**config.mk**
```make
export PLATFORM = sky130hd
export DESIGN_NAME = countdown_timer_mmss
export DESIGN_NICKNAME = d
export VERILOG_FILES = /design/src/rtl/countdown_pkg.sv /design/src/rtl/countdown_tick_gen.sv /design/src/rtl/countdown_timer_mmss.sv
export SDC_FILE = /design/constraint.sdc
export NUM_CORES = 1
export LEC_CHECK = 0
export BUFFER_PORTS_ARGS = -buffer_cell sky130_fd_sc_hd__buf_2
export CAP_MARGIN = 20
export CORE_UTILIZATION = 60
export DETAILED_ROUTE_END_ITERATION = 6
export PLACE_DENSITY = 0.79
export RECOVER_POWER = 50
export SLEW_MARGIN = 40
export SYNTH_ARGS = -nofsm -noshare
export SYNTH_HDL_FRONTEND = slang
export SYNTH_HIERARCHICAL = 1
export SYNTH_SLANG_ARGS = --single-unit
export TNS_END_PERCENT = 10
```
**constraint.sdc**
```tcl
create_clock -name clk -period 4.3 [get_ports clk]
set_input_delay 0.215 -clock clk [delete_from_list [all_inputs] [get_ports clk]]
set_output_delay 0.215 -clock clk [all_outputs]
set_load 0.05 [all_outputs]
```
**src/rtl/countdown_pkg.sv**
```systemverilog
// rtl/countdown_pkg.sv - shared encodings and field helpers for the MM:SS countdown timer
package countdown_pkg;

    typedef enum logic [1:0] {
        S_IDLE  = 2'd0,
        S_RUN   = 2'd1,
        S_PAUSE = 2'd2,
        S_DONE  = 2'd3
    } state_t;

    localparam logic FIELD_SEC = 1'b0;
    localparam logic FIELD_MIN = 1'b1;

    localparam logic [5:0] SEC_LAST = 6'd59;

    // Seconds field edits wrap without carrying into minutes.
    function automatic logic [5:0] sec_edit(input logic [5:0] s, input logic up);
        if (up) return (s == SEC_LAST) ? 6'd0 : s + 6'd1;
        return (s == 6'd0) ? SEC_LAST : s - 6'd1;
    endfunction

endpackage

```
**src/rtl/countdown_tick_gen.sv**
```systemverilog
// rtl/countdown_tick_gen.sv - one-second prescaler producing a single-cycle tick
module countdown_tick_gen #(
    parameter int CLK_FREQ_HZ = 10_000_000
) (
    input  logic clk,
    input  logic rst,
    input  logic clear,
    input  logic enable,
    output logic tick
);

    localparam int W = (CLK_FREQ_HZ > 1) ? $clog2(CLK_FREQ_HZ) : 1;
    localparam logic [W-1:0] LAST = W'(CLK_FREQ_HZ - 1);

    logic [W-1:0] count;

    assign tick = enable && !clear && (count == LAST);

    // The count only advances while enabled, so a pause resumes mid-second.
    always_ff @(posedge clk or posedge rst) begin
        if (rst) begin
            count <= '0;
        end else if (clear) begin
            count <= '0;
        end else if (enable) begin
            count <= tick ? '0 : count + W'(1);
        end
    end

endmodule

```
**src/rtl/countdown_timer_mmss.sv**
```systemverilog
// rtl/countdown_timer_mmss.sv - MM:SS countdown timer with field editing, alarm phase and auto-reload
module countdown_timer_mmss
    import countdown_pkg::*;
#(
    parameter int CLK_FREQ_HZ = 10_000_000,
    parameter int MAX_MIN     = 99,
    parameter int DEFAULT_MIN = 0,
    parameter int DEFAULT_SEC = 0,
    parameter int ALARM_SEC   = 3
) (
    input  logic       clk,
    input  logic       rst,
    input  logic       start_pause_p,
    input  logic       reset_p,
    input  logic       add_p,
    input  logic       sub_p,
    input  logic       field_p,
    input  logic       repeat_en,
    output logic [6:0] minutes,
    output logic [5:0] seconds,
    output logic       edit_min,
    output logic [1:0] state,
    output logic       running,
    output logic       done_p,
    output logic       alarm
);

    localparam logic [6:0] MAX_MIN_V = 7'(MAX_MIN);
    localparam logic [6:0] DEF_MIN_V = 7'(DEFAULT_MIN);
    localparam logic [5:0] DEF_SEC_V = 6'(DEFAULT_SEC);
    localparam logic [3:0] ALARM_V   = 4'(ALARM_SEC);

    state_t     st, st_next;
    logic [6:0] min_next, load_min, load_min_next;
    logic [5:0] sec_next, load_sec, load_sec_next;
    logic       edit_next;
    logic [3:0] acnt, acnt_next;
    logic       tick, tick_clear, tick_enable, is_zero;

    assign is_zero     = (minutes == 7'd0) && (seconds == 6'd0);
    assign tick_enable = (st == S_RUN) || (st == S_DONE);
    assign state       = st;

    countdown_tick_gen #(.CLK_FREQ_HZ(CLK_FREQ_HZ)) u_tick (
        .clk    (clk),
        .rst    (rst),
        .clear  (tick_clear),
        .enable (tick_enable),
        .tick   (tick)
    );

    always_comb begin
        st_next       = st;
        min_next      = minutes;
        sec_next      = seconds;
        load_min_next = load_min;
        load_sec_next = load_sec;
        edit_next     = edit_min;
        acnt_next     = '0;
        tick_clear    = (st == S_IDLE);

        if (reset_p) begin
            st_next    = S_IDLE;
            min_next   = load_min;
            sec_next   = load_sec;
            tick_clear = 1'b1;
        end else begin
            case (st)
                S_IDLE, S_PAUSE: begin
                    if (start_pause_p) begin
                        if (st == S_PAUSE) begin
                            st_next = is_zero ? S_IDLE : S_RUN;
                        end else if (!is_zero) begin
                            st_next       = S_RUN;
                            load_min_next = minutes;
                            load_sec_next = seconds;
                        end
                    end else if (field_p) begin
                        edit_next = ~edit_min;
                    end else if (add_p != sub_p) begin
                        if (edit_min == FIELD_MIN) begin
                            if (add_p) min_next = (minutes == MAX_MIN_V) ? minutes : minutes + 7'd1;
                            else       min_next = (minutes == 7'd0) ? minutes : minutes - 7'd1;
                        end else begin
                            sec_next = sec_edit(seconds, add_p);
                        end
                    end
                end
                S_RUN: begin
                    if (start_pause_p) begin
                        st_next = S_PAUSE;
                    end else if (is_zero) begin
                        st_next = S_DONE;
                    end else if (tick) begin
                        if (seconds == 6'd0) begin
                            sec_next = SEC_LAST;
                            min_next = minutes - 7'd1;
                        end else begin
                            sec_next = seconds - 6'd1;
                        end
                    end
                end
                S_DONE: begin
                    if (start_pause_p) begin
                        st_next = S_IDLE;
                    end else if (acnt == ALARM_V) begin
                        if (repeat_en) begin
                            st_next    = S_RUN;
                            min_next   = load_min;
                            sec_next   = load_sec;
                            tick_clear = 1'b1;
                        end else begin
                            st_next  = S_IDLE;
                            min_next = 7'd0;
                            sec_next = 6'd0;
                        end
                    end else begin
                        acnt_next = acnt + {3'd0, tick};
                    end
                end
                default: st_next = S_IDLE;
            endcase
        end
    end

    always_ff @(posedge clk or posedge rst) begin
        if (rst) begin
            st       <= S_IDLE;
            minutes  <= DEF_MIN_V;
            seconds  <= DEF_SEC_V;
            load_min <= DEF_MIN_V;
            load_sec <= DEF_SEC_V;
            edit_min <= FIELD_SEC;
            acnt     <= '0;
            running  <= 1'b0;
            done_p   <= 1'b0;
            alarm    <= 1'b0;
        end else begin
            st       <= st_next;
            minutes  <= min_next;
            seconds  <= sec_next;
            load_min <= load_min_next;
            load_sec <= load_sec_next;
            edit_min <= edit_next;
            acnt     <= acnt_next;
            running  <= (st == S_RUN);
            done_p   <= (st_next == S_DONE) && (st != S_DONE);
            alarm    <= (st_next == S_DONE);
        end
    end

endmodule

```
==> out/qor.yml <==
global_route:
  grt.total_usage_pct: 28.42
  overflow: 0
  grt_max_degree: 37
  antenna_found_initial: 0
  grt_first_pass_wirelength_mm: 14.51
  grt_pass1_vias: 3171
setup_path:
  critPathMaxFanout: 28
  end_kind: "flip-flop"
  start_kind: "flip-flop"
  required_ns: 4.52
  worstPathArrival_ns: 3.46
  reg2reg_slack_ns: 1.06
  path_class: "reg -> reg"
final_layout:
  final_core_util_pct: 67.32
  n_fill_cell: 535
  antenna_cells: 0
  drive_gt1_share_pct: 14.02
  area.growth.synth_to_final_pct: 8.774
  nNetsFinal: 448
  final_design_area_no_fill_um2: 4250
timing:
  worstMarginPinSlew_ns: 2.023
  hold_ws_ns: 0.2667
  max_freq_mhz: 308.4
  slew-limit-headroom_pct: -34.87
  fin_crit_ns: 3.243
  slew_viol_final: 37
  finalHoldViolations: 0
  setup_viol: 0
  grt_setup_unrepaired: "no"
  tns_ns: 0
  period_share_pct: 75.41
  fin_skew_ns: 0.01157
route:
  postRouteWirelength_mm: 9.040
  wl_per_cell_um: 17.66
  vias: 3298
  vias_per_cell: 6.441
  dr.first_iter.drc_count: 201
  postRouteAntennaNets: 0
  drc_errors: 0
  first_pass_iters: 6
floorplanning:
  die_w_um: 82.70
  die_area_um2: 6839
  io_pins: 27
  num_rows: 29
  initial_core_util_pct: 61.89
  fp.coreArea_um2: 6314
  die_h_um: 82.70
status:
  violations: "capacitance limit, slew limit"
  status: "finished, violations left"
min_path:
  hp-class: "in -> reg"
synthesis:
  ys_warn_count: 6
  synth.avg_cell_area_um2: 9.370
  netlist_area_um2: 3907
  synth_seq_cells: 60
  synth_top_family_by_area: "simple AND/OR/NAND/NOR gates"
  synthDistinctLibCells: 71
  syn-num-nets: 434
  synth_xor_area_share_pct: 4.259
  yosys.area_share.adder_pct: 2.882
  synth_edf_count: 0
  synth-main-ff-cell: "dfrtp_1"
  synthCells: 417
  synth-compound-area-share_pct: 19.24
  async_flop_share_pct: 100.0
  synthSimpleGateAreaFrac_pct: 25.07
  ys_seq_area_share_pct: 38.42
  synth_mux_area_share_pct: 4.547
placement:
  placed_cell_area_um2: 4014
  routabilityCongestion: 0.9332
  dp_hpwl_mm: 6.248
  io_buffers: 26
power_and_ir_drop:
  vdd_drop_max_mv: 0.5160
  p_per_area_nw_per_um2: 517.8
  leakage_nw: 1.722
clocking:
  clk_latency_ns: 0.34
  cts-root-buf: "clkbuf_8"
  cts_max_path_buffers: 2
  cts_buffers: 9
  cts_sinks: 60
  tritoncts: "done"
  htree_levels: 3
  cts.clk_slew.worst_paths_ns: 0.07
job:
  max_cap_viol_count: 1
report_power, final:
| part | switching (mW) | total, mW | internal [mW] | leakage [nW] |
|---|---|---|---|---|
| clock | 0.216 | 0.614 | 0.398 | 0.116 |
| sequential | 0.164 | 0.829 | 0.666 | 0.794 |
| combinational | 0.484 | 0.758 | 0.274 | 0.812 |
| total | 0.863 | 2.20 | 1.34 | 1.72 |
state kept, by name, summed over array words and instances, names as in the netlist:
name          cells
load_min          7
state             2
done_p            1
seconds           6
u_tick/count     24
minutes           7
acnt              4
edit_min          1
alarm             1
load_sec          6
running           1
per-layer routing:
layer	global-route usage, %	vias to the layer above	part of all wire [%]
met2	49.67	102	50
met1	33.10	1592	42
met4	13.97	0	2.8
met5	0	-	0
met3	5.495	23	4.8
li1	-	1581	-
worst paths after layout:
| kind | to | depth (start not counted) | startpoint |
|---|---|---|---|
| max reg2reg | minutes[4]$_DFFE_PP0P_ | 11 | acnt[2]$_DFF_PP0_ |
| min | state[0]$_DFF_PP0_ | 2 | reset_p |
| min in group asynchronous | u_tick/count[4]$_DFFE_PP0P_ | 3 | rst |
| min reg2reg | load_min[0]$_DFFE_PP0P_ | 2 | load_min[0]$_DFFE_PP0P_ |
| max | minutes[4]$_DFFE_PP0P_ | 11 | acnt[2]$_DFF_PP0_ |
| max in group asynchronous | minutes[5]$_DFFE_PP0P_ | 4 | rst |
worst max-delay path, cell delays in order (launching register included):
cell	delay [ns]
dfrtp_1	0.40
and4bb_2	0.36
nand2_1	0.09
nor3_1	0.25
or3_1	0.15
buf_4	0.29
nor4_1	0.13
or3b_2	0.46
o2111a_1	0.21
o21a_1	0.18
a21oi_4	0.24
mux2_2	0.36
Yosys cell counts (all sizes together) (4+ instances only):
library cell	n	area [um^2]
and3	8	50.05
and2	6	37.54
a211oi	6	50.05
nor2b	5	31.28
nand2	26	105.1
nand2b	6	37.54
o21ai	32	160.2
nor3	14	75.07
dfrtp	60	1501
or3	8	55.05
inv	17	63.81
mux2	11	127.6
nor2	30	112.6
a32o	14	140.1
xnor2	4	35.03
nand3	18	90.09
nor4	9	86.33
buf	16	105.1
ha	9	112.6
mux2i	5	50.05
nor3b	10	75.07
xor2	15	131.4
a2bb2oi	4	35.03
a21oi	13	76.33
nand4	13	93.84
clkbuf	12	45.04
area by class of cell:
| cell class | count | area, um^2 | area share [%] |
|---|---|---|---|
| Sequential cell | 60 | 1501 | 35.33 |
| Timing Repair Buffer | 31 | 155.1 | 3.650 |
| Inverter | 18 | 67.56 | 1.590 |
| Clock buffer | 11 | 141.4 | 3.326 |
| Tap cell | 77 | 96.34 | 2.267 |
| Clock inverter | 4 | 97.59 | 2.296 |
| Multi-Input combinational cell | 311 | 2191 | 51.55 |
cells by family after synthesis:
| family | Yosys count |
|---|---|
| buffers and inverters | 46 |
| adders and majority gates | 9 |
| xor gates and xnor gates | 19 |
| and+or+nand+nor | 165 |
| DFF | 60 |
| muxes | 16 |
| AOI/OAI and AO/OA | 102 |
cell usage in the layout, fill, tap and decap left out, types with 8 or more instances in the layout:
cell type	synthesis	final
clkbuf_1	12	11
xor2_1	15	15
a21oi_1	12	12
o21ai_0	22	21
mux2_2	10	10
o21ai_1	10	11
nand4_1	11	11
dfrtp_1	60	60
nor2_1	30	29
nand2_1	25	25
ha_1	9	9
and3_1	8	8
nand3_1	18	18
inv_1	17	17
buf_2	9	17
a32o_1	14	14
nor3_1	13	13
clkbuf_8	0	10
nor3b_1	10	10
through the flow:
step / total power [mW] / setup WS [ns] / instances
6_report: 2.201 / 1.057 / 512
5_1_grt: 2.320 / 0.8805 / 512
4_1_cts: 2.214 / 1.083 / 512
3_5_place_dp: 1.594 / 1.097 / 496
3_3_place_gp: 1.572 / 1.148 / 496
2_1_floorplan: 1.443 / 0.7276 / 417
repair_timing:
item	in CTS	in global routing
endpoints found under the hold margin	24	0
setup buffers	0	0
hold buffers	1	0
gates resized for setup	0	0
(Power assumes the default switching activity.)
